$ cat config.mk
export PLATFORM = sky130hd
export DESIGN_NAME = iagc_gain_controller
export DESIGN_NICKNAME = d
export VERILOG_FILES = /design/src/rtl/iagc_gain_controller.sv
export SDC_FILE = /design/constraint.sdc
export NUM_CORES = 1
export LEC_CHECK = 0
export BUFFER_PORTS_ARGS = -buffer_cell sky130_fd_sc_hd__buf_4
export CAP_MARGIN = 10
export CORE_MARGIN = 10
export CORE_UTILIZATION = 51
export CTS_BUF_LIST = sky130_fd_sc_hd__clkbuf_4 sky130_fd_sc_hd__clkbuf_8 sky130_fd_sc_hd__clkbuf_16
export CTS_CLUSTER_DIAMETER = 40
export DETAILED_ROUTE_END_ITERATION = 10
export PLACE_DENSITY = 0.76
export SLEW_MARGIN = 20
export SYNTH_ARGS = -nofsm -noshare
export SYNTH_HDL_FRONTEND = slang
export SYNTH_SLANG_ARGS = --single-unit
$ cat constraint.sdc
create_clock -name i_clock -period 3.95 [get_ports i_clock]
set_input_delay 0.1975 -clock i_clock [delete_from_list [all_inputs] [get_ports i_clock]]
set_output_delay 0.1975 -clock i_clock [all_outputs]
set_load 0.05 [all_outputs]
$ cat src/rtl/iagc_gain_controller.sv
// IAGC loop sequencer: times reference/error measurement windows in sample edges,
// latches the detector amplitudes and hill-climbs a saturating gain word to convergence.
module iagc_gain_controller #(
    parameter int IAGC_STATUS_SIZE     = 4,
    parameter int SAMPLER_DATA_SIZE    = 16,
    parameter int AMPLITUDE_COUNT_SIZE = 16,
    parameter int GAIN_SIZE            = 8,
    parameter int ITER_SIZE            = 8,
    parameter int SETTLE_CYCLES        = 16
) (
    input  logic                            i_clock,
    input  logic                            i_reset,
    input  logic                            i_start,
    input  logic                            i_sample,
    input  logic [AMPLITUDE_COUNT_SIZE-1:0] i_amplitude_count,
    input  logic [SAMPLER_DATA_SIZE-1:0]    i_reference_amplitude,
    input  logic [SAMPLER_DATA_SIZE-1:0]    i_error_amplitude,
    input  logic [SAMPLER_DATA_SIZE-1:0]    i_tolerance,
    input  logic [GAIN_SIZE-1:0]            i_gain_init,
    input  logic [GAIN_SIZE-1:0]            i_gain_step,
    input  logic [ITER_SIZE-1:0]            i_max_iterations,
    output logic [IAGC_STATUS_SIZE-1:0]     o_iagc_status,
    output logic [GAIN_SIZE-1:0]            o_gain,
    output logic [SAMPLER_DATA_SIZE-1:0]    o_reference_latched,
    output logic [SAMPLER_DATA_SIZE-1:0]    o_error_latched,
    output logic                            o_busy,
    output logic                            o_done,
    output logic                            o_fail
);

    localparam int SETTLE_W = $clog2(SETTLE_CYCLES + 1);

    typedef enum logic [IAGC_STATUS_SIZE-1:0] {
        ST_IDLE     = IAGC_STATUS_SIZE'(0),
        ST_MEAS_REF = IAGC_STATUS_SIZE'(1),
        ST_MEAS_ERR = IAGC_STATUS_SIZE'(2),
        ST_ADJUST   = IAGC_STATUS_SIZE'(3),
        ST_SETTLE   = IAGC_STATUS_SIZE'(4),
        ST_DONE     = IAGC_STATUS_SIZE'(5),
        ST_FAIL     = IAGC_STATUS_SIZE'(6)
    } state_t;

    // Result MSB flags a clamp; lower bits are the saturated gain.
    function automatic logic [GAIN_SIZE:0] sat_step(input logic [GAIN_SIZE-1:0] gain,
                                                    input logic [GAIN_SIZE-1:0] step,
                                                    input logic             up);
        logic [GAIN_SIZE:0] ext;
        if (up) begin
            ext = {1'b0, gain} + {1'b0, step};
            sat_step = ext[GAIN_SIZE] ? {1'b1, {GAIN_SIZE{1'b1}}} : ext;
        end else begin
            ext = {1'b0, gain} - {1'b0, step};
            sat_step = ext[GAIN_SIZE] ? {1'b1, {GAIN_SIZE{1'b0}}} : ext;
        end
    endfunction

    state_t                          state_r, state_s;
    logic                            sample_r;
    logic [AMPLITUDE_COUNT_SIZE-1:0] win_cnt_r;
    logic [SETTLE_W-1:0]             settle_cnt_r;
    logic                            dir_up_r;
    logic [ITER_SIZE-1:0]            iter_r;
    logic [SAMPLER_DATA_SIZE-1:0]    prev_err_r;

    logic                            edge_s;
    logic [AMPLITUDE_COUNT_SIZE:0]   win_next_s;
    logic [AMPLITUDE_COUNT_SIZE:0]   win_target_s;
    logic                            win_done_s;
    logic                            settle_done_s;
    logic                            converged_s;
    logic                            exhausted_s;
    logic                            dir_s;
    logic [GAIN_SIZE:0]              step_res_s;

    assign o_iagc_status = state_r;

    // Window/settle progress and the hill-climb step for the ADJUST cycle.
    always_comb begin
        edge_s       = i_sample & ~sample_r;
        win_next_s   = {1'b0, win_cnt_r} + (AMPLITUDE_COUNT_SIZE+1)'(1);
        if (i_amplitude_count == AMPLITUDE_COUNT_SIZE'(0)) begin
            win_target_s = (AMPLITUDE_COUNT_SIZE+1)'(1);
        end else begin
            win_target_s = {1'b0, i_amplitude_count};
        end
        win_done_s    = edge_s && (win_next_s >= win_target_s);
        settle_done_s = (settle_cnt_r >= SETTLE_W'(SETTLE_CYCLES));
        converged_s   = (o_error_latched <= i_tolerance);
        exhausted_s   = (iter_r == i_max_iterations);
        dir_s         = dir_up_r ^ (o_error_latched > prev_err_r);
        step_res_s    = sat_step(o_gain, i_gain_step, dir_s);
    end

    // Next-state decode.
    always_comb begin
        state_s = state_r;
        case (state_r)
            ST_IDLE, ST_DONE, ST_FAIL: begin
                if (i_start) state_s = ST_MEAS_REF;
                else         state_s = state_r;
            end
            ST_MEAS_REF: begin
                if (win_done_s) state_s = ST_MEAS_ERR;
                else            state_s = ST_MEAS_REF;
            end
            ST_MEAS_ERR: begin
                if (win_done_s) state_s = ST_ADJUST;
                else            state_s = ST_MEAS_ERR;
            end
            ST_ADJUST: begin
                if (converged_s)      state_s = ST_DONE;
                else if (exhausted_s) state_s = ST_FAIL;
                else                  state_s = ST_SETTLE;
            end
            ST_SETTLE: begin
                if (settle_done_s) state_s = ST_MEAS_REF;
                else               state_s = ST_SETTLE;
            end
            default: state_s = ST_IDLE;
        endcase
    end

    // State, datapath and registered flag outputs.
    always_ff @(posedge i_clock or negedge i_reset) begin
        if (!i_reset) begin
            state_r             <= ST_IDLE;
            sample_r            <= 1'b0;
            win_cnt_r           <= AMPLITUDE_COUNT_SIZE'(0);
            settle_cnt_r        <= SETTLE_W'(0);
            dir_up_r            <= 1'b1;
            iter_r              <= ITER_SIZE'(0);
            prev_err_r          <= {SAMPLER_DATA_SIZE{1'b1}};
            o_gain              <= GAIN_SIZE'(0);
            o_reference_latched <= SAMPLER_DATA_SIZE'(0);
            o_error_latched     <= SAMPLER_DATA_SIZE'(0);
            o_busy              <= 1'b0;
            o_done              <= 1'b0;
            o_fail              <= 1'b0;
        end else begin
            state_r  <= state_s;
            sample_r <= i_sample;
            o_busy   <= !(state_s == ST_IDLE || state_s == ST_DONE || state_s == ST_FAIL);
            o_done   <= (state_s == ST_DONE);
            o_fail   <= (state_s == ST_FAIL);
            case (state_r)
                ST_IDLE, ST_DONE, ST_FAIL: begin
                    if (i_start) begin
                        o_gain     <= i_gain_init;
                        iter_r     <= ITER_SIZE'(0);
                        dir_up_r   <= 1'b1;
                        prev_err_r <= {SAMPLER_DATA_SIZE{1'b1}};
                        win_cnt_r  <= AMPLITUDE_COUNT_SIZE'(0);
                    end
                end
                ST_MEAS_REF: begin
                    if (win_done_s) begin
                        o_reference_latched <= i_reference_amplitude;
                        win_cnt_r           <= AMPLITUDE_COUNT_SIZE'(0);
                    end else if (edge_s) begin
                        win_cnt_r <= win_next_s[AMPLITUDE_COUNT_SIZE-1:0];
                    end
                end
                ST_MEAS_ERR: begin
                    if (win_done_s) begin
                        o_error_latched <= i_error_amplitude;
                        win_cnt_r       <= AMPLITUDE_COUNT_SIZE'(0);
                    end else if (edge_s) begin
                        win_cnt_r <= win_next_s[AMPLITUDE_COUNT_SIZE-1:0];
                    end
                end
                ST_ADJUST: begin
                    if (!converged_s && !exhausted_s) begin
                        o_gain       <= step_res_s[GAIN_SIZE-1:0];
                        dir_up_r     <= dir_s ^ step_res_s[GAIN_SIZE];
                        prev_err_r   <= o_error_latched;
                        iter_r       <= iter_r + ITER_SIZE'(1);
                        settle_cnt_r <= SETTLE_W'(1);
                    end
                end
                ST_SETTLE: begin
                    if (settle_done_s) begin
                        win_cnt_r <= AMPLITUDE_COUNT_SIZE'(0);
                    end else begin
                        settle_cnt_r <= settle_cnt_r + SETTLE_W'(1);
                    end
                end
                default: begin
                end
            endcase
        end
    end

endmodule

==> flow_metrics.env, run 1 <==
export IMPL_critical_path_required_ns=4.18
export IMPL_cellLeakagePower_nw=4.06
export IMPL_most_common_layout_cells="sky130_fd_sc_hd__buf_4 (145), sky130_fd_sc_hd__dfrtp_1 (76), sky130_fd_sc_hd__inv_1 (74)"
export IMPL_netSwitchingFraction=0.325
export IMPL_area_growth_synth_to_final_pct=25.0
export IMPL_cts_htree_levels=3
export IMPL_dr_pass1_iters=5
export IMPL_io_pins=139
export IMPL_worstRegToRegCells=14
export IMPL_starting_density_of_the_core=0.528
export IMPL_antenna_found_initial=0
export IMPL_nFillCells=1019
export IMPL_status="finished, final reports clean"
export IMPL_ir_drop_uv=333
export IMPL_clock_fmax_mhz=267
export IMPL_avgSynthCellArea_um2=9.27
export IMPL_setup_violations=0
export IMPL_timing_hold_worst_start="i_reference_amplitude[10]"
export IMPL_ys_ff_latch=94
export IMPL_cp_end_kind="register"
export IMPL_dp_worst_setup_slack_ns=0.0889
export IMPL_synthesis_nets=854
export IMPL_place_congestion=0.862
export IMPL_drc_errors=0
export IMPL_r2r_slack_ns=0.21
export IMPL_synthesis_instances=692
export IMPL_hold_path_class="in2reg"
export IMPL_power_report_internal_total_w=0.00198
export IMPL_clk_pin_slew_worst_paths_ns=0.07
export IMPL_worst_setup_path_endpoint="o_busy"
export IMPL_dpl_cell_area_um2=7650
export IMPL_design_final_nets=993
export IMPL_fin_setup_tns_ns=0
export IMPL_synth_cell_type_count=72
export IMPL_layout_commonest_cell="sky130_fd_sc_hd__buf_4"
export IMPL_report_final_slew_viol_count=0
export IMPL_clock_tree_root_cell="sky130_fd_sc_hd__clkbuf_16"
export IMPL_grt_overflow=0
export IMPL_core_area_um2=12200
export IMPL_cts_buffer_depth=2
export IMPL_cts_buffers=9
export IMPL_detail_route_vias_per_cell=5.48
export IMPL_postSynth_topFlopCell="sky130_fd_sc_hd__dfrtp_1"
export IMPL_die_w_um=132
export IMPL_synth_yosys_seq_area_share=0.370
export IMPL_die_height_um=132
export IMPL_power_per_cell_area_nw_per_um2=366
export IMPL_seqPwrFrac=0.384
export IMPL_fin_skew_ns=0.00803
export IMPL_clock_tree_from_tritoncts="done"
export IMPL_totalPowerFinal_w=0.00293
export IMPL_min_period_ns=3.74
export IMPL_post_drt_wl_per_cell_um=16.6
export IMPL_grt_start_max_net_pins=53
export IMPL_final_core_utilization=0.659
export IMPL_clock_sink_count=94
export IMPL_clock_power_share=0.327
export IMPL_grt_first_pass_wirelength_mm=27.8
export IMPL_first_iter_violations=278
export IMPL_die_area_um2=17500
export IMPL_critical_path_reg2reg_startpoint="win_cnt_r[0]"
export IMPL_grtUsageTotal=0.189
export IMPL_synth_async_reset_ratio=1.00
export IMPL_final_routed_wirelength_across_all_metal_layers_mm=16.7
export IMPL_critPathLaunchType="register"
export IMPL_antenna_cells_inserted=0
export IMPL_critical_path_startpoint="win_cnt_r[0]"
export IMPL_synth_warning_count=0
export IMPL_final_min_period_over_clock_period=0.948
export IMPL_drive_above_1_share=0.261
export IMPL_floorplan_rows=40
export IMPL_first_global_vias=5882
export IMPL_timing_critical_path_arrival_ns=3.97
export IMPL_worst_skew_pair_late_latency_ns=0.35
export IMPL_worst_relative_slew_slack=0.529
export IMPL_p_sw_w=0.000954
export IMPL_post_synth_instance_area_um2=6420
export IMPL_critical_path_max_fanout=18
export IMPL_tightestPinTransition_ns=0.707
export IMPL_portBuffers=138
export IMPL_synth_enable_flop_cells=0
export IMPL_power_share_combinational=0.289
export IMPL_critical_path_class="reg2reg"
export IMPL_antenna_violating_nets_post_route=0
export IMPL_post_route_worst_setup_slack_ns=0.205
export IMPL_report_final_hold_viol_count=0
export IMPL_design_area_um2=8020
export IMPL_critical_path_reg2reg_endpoint="o_busy"
export IMPL_drv_max_cap_violation_count=0
export IMPL_via_count=5499
export IMPL_hpwl_mm=13.0
[critical path, stage by stage (launching register included)]
cell	delay [ns]
sky130_fd_sc_hd__dfrtp_2	0.41
sky130_fd_sc_hd__ha_2	0.24
sky130_fd_sc_hd__nand2_1	0.09
sky130_fd_sc_hd__or3_1	0.42
sky130_fd_sc_hd__or3_1	0.44
sky130_fd_sc_hd__xnor2_1	0.15
sky130_fd_sc_hd__ha_1	0.33
sky130_fd_sc_hd__a21o_1	0.16
sky130_fd_sc_hd__o21ai_0	0.15
sky130_fd_sc_hd__nand4b_1	0.21
sky130_fd_sc_hd__o21ai_4	0.27
sky130_fd_sc_hd__or2_1	0.19
sky130_fd_sc_hd__buf_12	0.17
sky130_fd_sc_hd__nand2_1	0.08
sky130_fd_sc_hd__a211o_1	0.29
[cell families after synthesis]
group | share of synthesized area
compound gates | 0.143
buf+inv | 0.0599
flops | 0.370
mux | 0.0593
other cells | 0.000584
xor+xnor | 0.0464
fa+ha+maj | 0.139
simple gates | 0.182
[final cells by class]
class	count	area, um^2	area share
Inverter	75	282	0.0351
Multi-Input combinational cell	502	3680	0.459
Timing Repair Buffer	149	1150	0.143
Clock buffer	11	246	0.0307
Sequential cell	94	2370	0.296
Tap cell	168	210	0.0262
Clock inverter	5	81.3	0.0101
[sequential cells by signal (all words and copies together) (netlist names)]
signal               count
dir_up_r                 1
iter_r                   8
o_busy                   1
o_done                   1
o_error_latched         16
o_fail                   1
o_gain                   8
o_iagc_status            4
o_reference_latched     16
prev_err_r              16
sample_r                 1
settle_cnt_r             5
win_cnt_r               16
[cell usage after synthesis, types with 16 or more instances]
| master | count | share of area |
|---|---|---|
| sky130_fd_sc_hd__a21oi_1 | 25 | 0.020 |
| sky130_fd_sc_hd__mux2_1 | 17 | 0.030 |
| sky130_fd_sc_hd__dfstp_2 | 17 | 0.070 |
| sky130_fd_sc_hd__dfrtp_1 | 77 | 0.30 |
| sky130_fd_sc_hd__nor2_1 | 38 | 0.022 |
| sky130_fd_sc_hd__xnor2_1 | 21 | 0.029 |
| sky130_fd_sc_hd__nand2b_1 | 16 | 0.016 |
| sky130_fd_sc_hd__ha_1 | 68 | 0.13 |
| sky130_fd_sc_hd__inv_1 | 74 | 0.043 |
| sky130_fd_sc_hd__nand3_1 | 25 | 0.020 |
| sky130_fd_sc_hd__nand2_1 | 63 | 0.037 |
| sky130_fd_sc_hd__o21ai_0 | 40 | 0.031 |
[power groups by stage]
stage                     Sequential, W  Clock [W]  Combinational [W]
after CTS                       0.00113   0.000981           0.000849
after global routing            0.00114    0.00103           0.000935
after global placement          0.00114          0           0.000811
final                           0.00113   0.000960           0.000847
after floorplan                 0.00126          0           0.000431
after detailed placement        0.00114          0           0.000842
[metrics by stage]
stage / hold WS (ns) / instances
6_report: 0.0583 / 1004
5_1_grt: 0.0557 / 1004
4_1_cts: 0.0494 / 1004
3_5_place_dp: 0.299 / 986
3_3_place_gp: 0.286 / 986
2_1_floorplan: -0.0981 / 692
[worst min-delay path by stage]
stage                                    to  slack [ns]  cells after the start
floorplan                         iter_r[0]        -0.1                      0
global placement        o_error_latched[10]        0.29                      1
detailed placement      o_error_latched[11]        0.30                      1
CTS                 o_reference_latched[10]        0.05                      2
global route        o_reference_latched[10]        0.06                      2
finish              o_reference_latched[10]        0.06                      2
[layer usage]
metal | GRT usage | up-vias | part of all wire
met5 | 0 | - | 0
met4 | 0.0562 | 0 | 0.016
met2 | 0.332 | 149 | 0.51
li1 | - | 2696 | -
met3 | 0.0385 | 25 | 0.041
met1 | 0.226 | 2629 | 0.44
[what timing repair did]
item / in CTS / in global routing
setup endpoints to repair: 0 / 46
setup buffers: 0 / 0
hold endpoints to repair: 38 / 0
gates resized for setup: 0 / 5
hold buffers: 2 / 0
No activity file was read; power rests on OpenSTA's default activity.
==> run 2, diff against run 1 <==
HOLD_SLACK_MARGIN = 0.1   (was not set)
==> flow_metrics.env, run 2 (synthesized netlist as in run 1, its figures left out) <==
export IMPL_nFillCells=969
export IMPL_grt_first_pass_wirelength_mm=28.9
export IMPL_grt_overflow=0
export IMPL_report_final_slew_viol_count=0
export IMPL_ir_drop_uv=334
export IMPL_antenna_violating_nets_post_route=0
export IMPL_final_min_period_over_clock_period=0.948
export IMPL_critical_path_max_fanout=18
export IMPL_timing_critical_path_arrival_ns=3.97
export IMPL_r2r_slack_ns=0.21
export IMPL_critical_path_class="reg2reg"
export IMPL_grtUsageTotal=0.197
export IMPL_cts_setup_buffers=0
export IMPL_cp_end_kind="register"
export IMPL_post_drt_wl_per_cell_um=16.7
export IMPL_cts_htree_levels=3
export IMPL_clock_fmax_mhz=267
export IMPL_die_w_um=132
export IMPL_clock_sink_count=94
export IMPL_hpwl_mm=13.0
export IMPL_starting_density_of_the_core=0.528
export IMPL_most_common_layout_cells="sky130_fd_sc_hd__buf_4 (145), sky130_fd_sc_hd__dfrtp_1 (76), sky130_fd_sc_hd__inv_1 (74)"
export IMPL_report_final_hold_viol_count=0
export IMPL_status="finished, final reports clean"
export IMPL_clock_tree_from_tritoncts="done"
export IMPL_dr_pass1_iters=5
export IMPL_worst_relative_slew_slack=0.526
export IMPL_post_route_worst_setup_slack_ns=0.206
export IMPL_first_iter_violations=283
export IMPL_drive_above_1_share=0.249
export IMPL_portBuffers=138
export IMPL_setup_violations=0
export IMPL_die_area_um2=17500
export IMPL_wl_met3_um=724
export IMPL_io_pins=139
export IMPL_cts_buffer_depth=2
export IMPL_via_count=5626
export IMPL_dp_worst_setup_slack_ns=0.0889
export IMPL_detail_route_vias_per_cell=5.39
export IMPL_critPathLaunchType="register"
export IMPL_tightestPinTransition_ns=0.711
export IMPL_worst_skew_pair_late_latency_ns=0.35
export IMPL_fin_setup_tns_ns=0
export IMPL_place_congestion=0.862
export IMPL_drv_max_cap_violation_count=0
export IMPL_worstRegToRegCells=14
export IMPL_design_final_nets=1032
export IMPL_grt_start_max_net_pins=53
export IMPL_floorplan_rows=40
export IMPL_die_height_um=132
export IMPL_min_delay_path_depth=3
export IMPL_fin_skew_ns=0.00665
export IMPL_whs_endpoint="o_gain[7]"
export IMPL_clk_pin_slew_worst_paths_ns=0.07
export IMPL_drc_errors=0
export IMPL_hold_path_class="in2reg"
export IMPL_critical_path_reg2reg_startpoint="win_cnt_r[0]"
export IMPL_clock_tree_root_cell="sky130_fd_sc_hd__clkbuf_16"
export IMPL_antenna_cells_inserted=0
export IMPL_timing_hold_worst_start="i_gain_init[7]"
export IMPL_cellLeakagePower_nw=4.22
export IMPL_wl_met2_mm=9.03
export IMPL_cts_buffers=9
export IMPL_power_per_cell_area_nw_per_um2=354
export IMPL_antenna_found_initial=0
export IMPL_layout_commonest_cell="sky130_fd_sc_hd__buf_4"
export IMPL_maxUsedRoutingLayer="met4"
export IMPL_final_routed_wirelength_across_all_metal_layers_mm=17.4
export IMPL_min_period_ns=3.74
export IMPL_final_core_utilization=0.692
export IMPL_area_growth_synth_to_final_pct=31.1
export IMPL_met1_length_mm=7.41
export IMPL_finalHoldWorstSlack_ns=0.172
export IMPL_first_global_vias=6045
export IMPL_critical_path_required_ns=4.18
export IMPL_core_area_um2=12200
export IMPL_critical_path_reg2reg_endpoint="o_busy"
-- run 2: per-layer routing --
layer	track usage	vias to the layer above
li1	-	2775
met1	0.229	2696
met2	0.354	136
met3	0.0412	19
met4	0.0587	0
met5	0	-
-- run 2: worst max-delay path, cell delays in order (launching register included) --
cell,delay [ns]
sky130_fd_sc_hd__dfrtp_2,0.41
sky130_fd_sc_hd__ha_2,0.24
sky130_fd_sc_hd__nand2_1,0.09
sky130_fd_sc_hd__or3_1,0.42
sky130_fd_sc_hd__or3_1,0.44
sky130_fd_sc_hd__xnor2_1,0.15
sky130_fd_sc_hd__ha_1,0.33
sky130_fd_sc_hd__a21o_1,0.17
sky130_fd_sc_hd__o21ai_0,0.15
sky130_fd_sc_hd__nand4b_1,0.21
sky130_fd_sc_hd__o21ai_4,0.27
sky130_fd_sc_hd__or2_1,0.19
sky130_fd_sc_hd__buf_12,0.17
sky130_fd_sc_hd__nand2_1,0.08
sky130_fd_sc_hd__a211o_1,0.29
-- run 2: worst max-delay path by stage --
stage | from | end | cells past startpoint
floorplan | win_cnt_r[0] | o_error_latched[11] | 14
global placement | win_cnt_r[0] | o_busy | 14
detailed placement | win_cnt_r[0] | o_busy | 14
CTS | win_cnt_r[0] | o_busy | 14
global route | win_cnt_r[1] | o_busy | 14
finish | win_cnt_r[0] | o_busy | 14
-- run 2: stage by stage --
step	cell area [um^2]	total power [W]	std cells
after floorplan	6420	0.00169	692
after global placement	7650	0.00195	986
after detailed placement	7650	0.00199	986
after CTS	8390	0.00299	1043
after global routing	8410	0.00314	1043
final	8410	0.00297	1043
-- run 2: what timing repair did --
item / 4_1_cts / 5_1_grt
endpoints found under the setup margin: 0 / 46
resized for setup: 0 / 5
hold buffers: 41 / 0
hold endpoints to repair: 77 / 0
-- run 2: power by group --
group | internal [W] | switching, W | total (W) | leakage [nW]
Clock | 0.000581 | 0.000385 | 0.000966 | 0.160
Combinational | 0.000362 | 0.000517 | 0.000879 | 2.87
Sequential | 0.00106 | 0.0000648 | 0.00113 | 1.19
-- run 2: area by class of cell --
class                           instances  area, um^2  area share
Clock buffer                           11         246      0.0293
Clock inverter                          5        81.3     0.00967
Inverter                               75         282      0.0335
Multi-Input combinational cell        502        3680       0.437
Sequential cell                        94        2370       0.282
Tap cell                              168         210      0.0250
Timing Repair Buffer                  188        1540       0.183
==> run 3, diff against run 2 <==
PLACE_DENSITY = 0.75   (was 0.76)
==> flow_metrics.env, run 3 (synthesized netlist as in run 1, its figures left out) <==
export IMPL_seqPwrFrac=0.381
export IMPL_power_report_internal_total_w=0.00199
export IMPL_critical_path_class="reg2reg"
export IMPL_tightestPinTransition_ns=0.932
export IMPL_via_count=5698
export IMPL_die_w_um=132
export IMPL_status="finished, final reports clean"
export IMPL_die_area_um2=17500
export IMPL_post_drt_wl_per_cell_um=16.3
export IMPL_portBuffers=138
export IMPL_critical_path_max_fanout=10
export IMPL_cts_htree_levels=3
export IMPL_cellLeakagePower_nw=4.24
export IMPL_antenna_found_initial=0
export IMPL_grtUsageTotal=0.195
export IMPL_totalPowerFinal_w=0.00296
export IMPL_report_final_slew_viol_count=0
export IMPL_top_cell_family_by_delay_on_the_critical_path="simple AND/OR/NAND/NOR gates"
export IMPL_die_height_um=132
export IMPL_final_min_period_over_clock_period=0.908
export IMPL_final_routed_wirelength_across_all_metal_layers_mm=17.0
export IMPL_design_final_nets=1036
export IMPL_report_final_hold_viol_count=0
export IMPL_netSwitchingFraction=0.326
export IMPL_drc_errors=0
export IMPL_most_common_layout_cells="sky130_fd_sc_hd__buf_4 (150), sky130_fd_sc_hd__dfrtp_1 (76), sky130_fd_sc_hd__inv_1 (74)"
export IMPL_worstRegToRegCells=14
export IMPL_min_delay_path_depth=3
export IMPL_grt_overflow=0
export IMPL_unrepaired_setup_endpoints_after_global_routing="no"
export IMPL_hold_path_class="in2reg"
export IMPL_io_pins=139
export IMPL_p_sw_w=0.000966
export IMPL_critical_path_required_ns=4.17
export IMPL_clock_sink_count=94
export IMPL_floorplan_rows=40
export IMPL_antenna_violating_nets_post_route=0
export IMPL_cts_buffers=9
export IMPL_cts_buffer_depth=2
export IMPL_place_congestion=0.919
export IMPL_min_period_ns=3.59
export IMPL_dr_pass1_iters=5
export IMPL_setup_violations=0
export IMPL_core_area_um2=12200
export IMPL_power_per_cell_area_nw_per_um2=351
export IMPL_area_growth_synth_to_final_pct=31.3
export IMPL_worst_skew_pair_late_latency_ns=0.35
export IMPL_fin_skew_ns=0.0126
export IMPL_nFillCells=964
export IMPL_post_route_worst_setup_slack_ns=0.362
export IMPL_starting_density_of_the_core=0.528
export IMPL_cpPeakStageDelay_ns=0.44
export IMPL_fin_setup_tns_ns=0
export IMPL_first_iter_violations=279
export IMPL_cp_end_kind="register"
export IMPL_grt_first_pass_wirelength_mm=28.6
export IMPL_clock_tree_root_cell="sky130_fd_sc_hd__clkbuf_16"
export IMPL_dp_worst_setup_slack_ns=0.259
export IMPL_worst_relative_slew_slack=0.379
export IMPL_ir_drop_uv=299
export IMPL_first_global_vias=6049
export IMPL_layout_commonest_cell="sky130_fd_sc_hd__buf_4"
export IMPL_clock_fmax_mhz=279
export IMPL_r2r_slack_ns=0.36
export IMPL_crit_path_buffers_inverters=1
export IMPL_drv_max_cap_violation_count=0
export IMPL_hpwl_mm=12.8
export IMPL_grt_start_max_net_pins=72
export IMPL_timing_critical_path_arrival_ns=3.81
export IMPL_drive_above_1_share=0.254
export IMPL_cp_slowest_cell="sky130_fd_sc_hd__or3_1"
export IMPL_detail_route_vias_per_cell=5.44
export IMPL_power_share_combinational=0.295
export IMPL_crit_path_frequent_cell="sky130_fd_sc_hd__ha_1"
export IMPL_clock_tree_from_tritoncts="done"
export IMPL_final_core_utilization=0.693
export IMPL_cp_cell_sequence="ha_1, nand2_1, or3_4, or3_1, xnor2_1, ha_1, nand4_1, nor4_1, o21ai_1, nand4b_1, o21ai_2, or2_1, buf_4, mux2_1"
export IMPL_clk_pin_slew_worst_paths_ns=0.07
export IMPL_worstSetupPathDepth=14
export IMPL_antenna_cells_inserted=0
export IMPL_clock_power_share=0.324
export IMPL_critPathLaunchType="register"
[run 3: power by group through the flow]
stage	Clock (W)	Combinational (W)	Sequential [W]
after floorplan	0	0.000431	0.00126
after global placement	0	0.000813	0.00114
after detailed placement	0	0.000842	0.00114
after CTS	0.000976	0.000878	0.00113
after global routing	0.00102	0.000973	0.00114
final	0.000958	0.000874	0.00113
[run 3: final cells by class]
cell class | instances | area (um^2) | share of cell area
Clock buffer | 10 | 233 | 0.0276
Clock inverter | 6 | 92.6 | 0.0110
Inverter | 75 | 282 | 0.0334
Multi-Input combinational cell | 502 | 3680 | 0.436
Sequential cell | 94 | 2370 | 0.282
Tap cell | 168 | 210 | 0.0249
Timing Repair Buffer | 192 | 1560 | 0.185
[run 3: worst reg2reg max path, delay by kind of cell (launching register included)]
kind / cells / cell delay (ns)
AND/OR/NAND/NOR: 7 / 1.66
adder cells (fa/ha/maj): 2 / 0.48
flip-flops: 1 / 0.41
multiplexers: 1 / 0.36
AO/OA/AOI/OAI: 2 / 0.20
buffers and inverters: 1 / 0.19
XOR/XNOR: 1 / 0.16
[run 3: stage by stage]
stage / hold WS [ns] / instances / area (um^2)
after floorplan: -0.0981 / 692 / 6420
after global placement: 0.319 / 989 / 7660
after detailed placement: 0.324 / 989 / 7660
after CTS: 0.154 / 1046 / 8400
after global routing: 0.176 / 1047 / 8430
final: 0.157 / 1047 / 8430
[run 3: path summary, 6_finish.rpt]
path | from | end
setup / recovery | win_cnt_r[0] | o_reference_latched[13]
hold / removal | i_gain_init[7] | o_gain[7]
setup reg to reg | win_cnt_r[0] | o_reference_latched[13]
hold reg to reg | prev_err_r[5] | prev_err_r[5]
max in group asynchronous | i_reset | dir_up_r
min in group asynchronous | i_reset | o_error_latched[13]
[run 3: routing by layer]
layer  GRT usage  vias to the layer above  share of wire
met5           0                        -              0
met4      0.0562                        0          0.016
met3      0.0366                       24          0.041
met2       0.364                      141           0.54
met1       0.216                     2746           0.40
li1            -                     2787              -
[run 3: repair_timing]
| action | in CTS | in global routing |
|---|---|---|
| hold endpoints to repair | 101 | 0 |
| hold buffers | 41 | 0 |
| setup buffers | 0 | 1 |
| setup endpoints to repair | 0 | 51 |
| gates resized for setup | 0 | 6 |
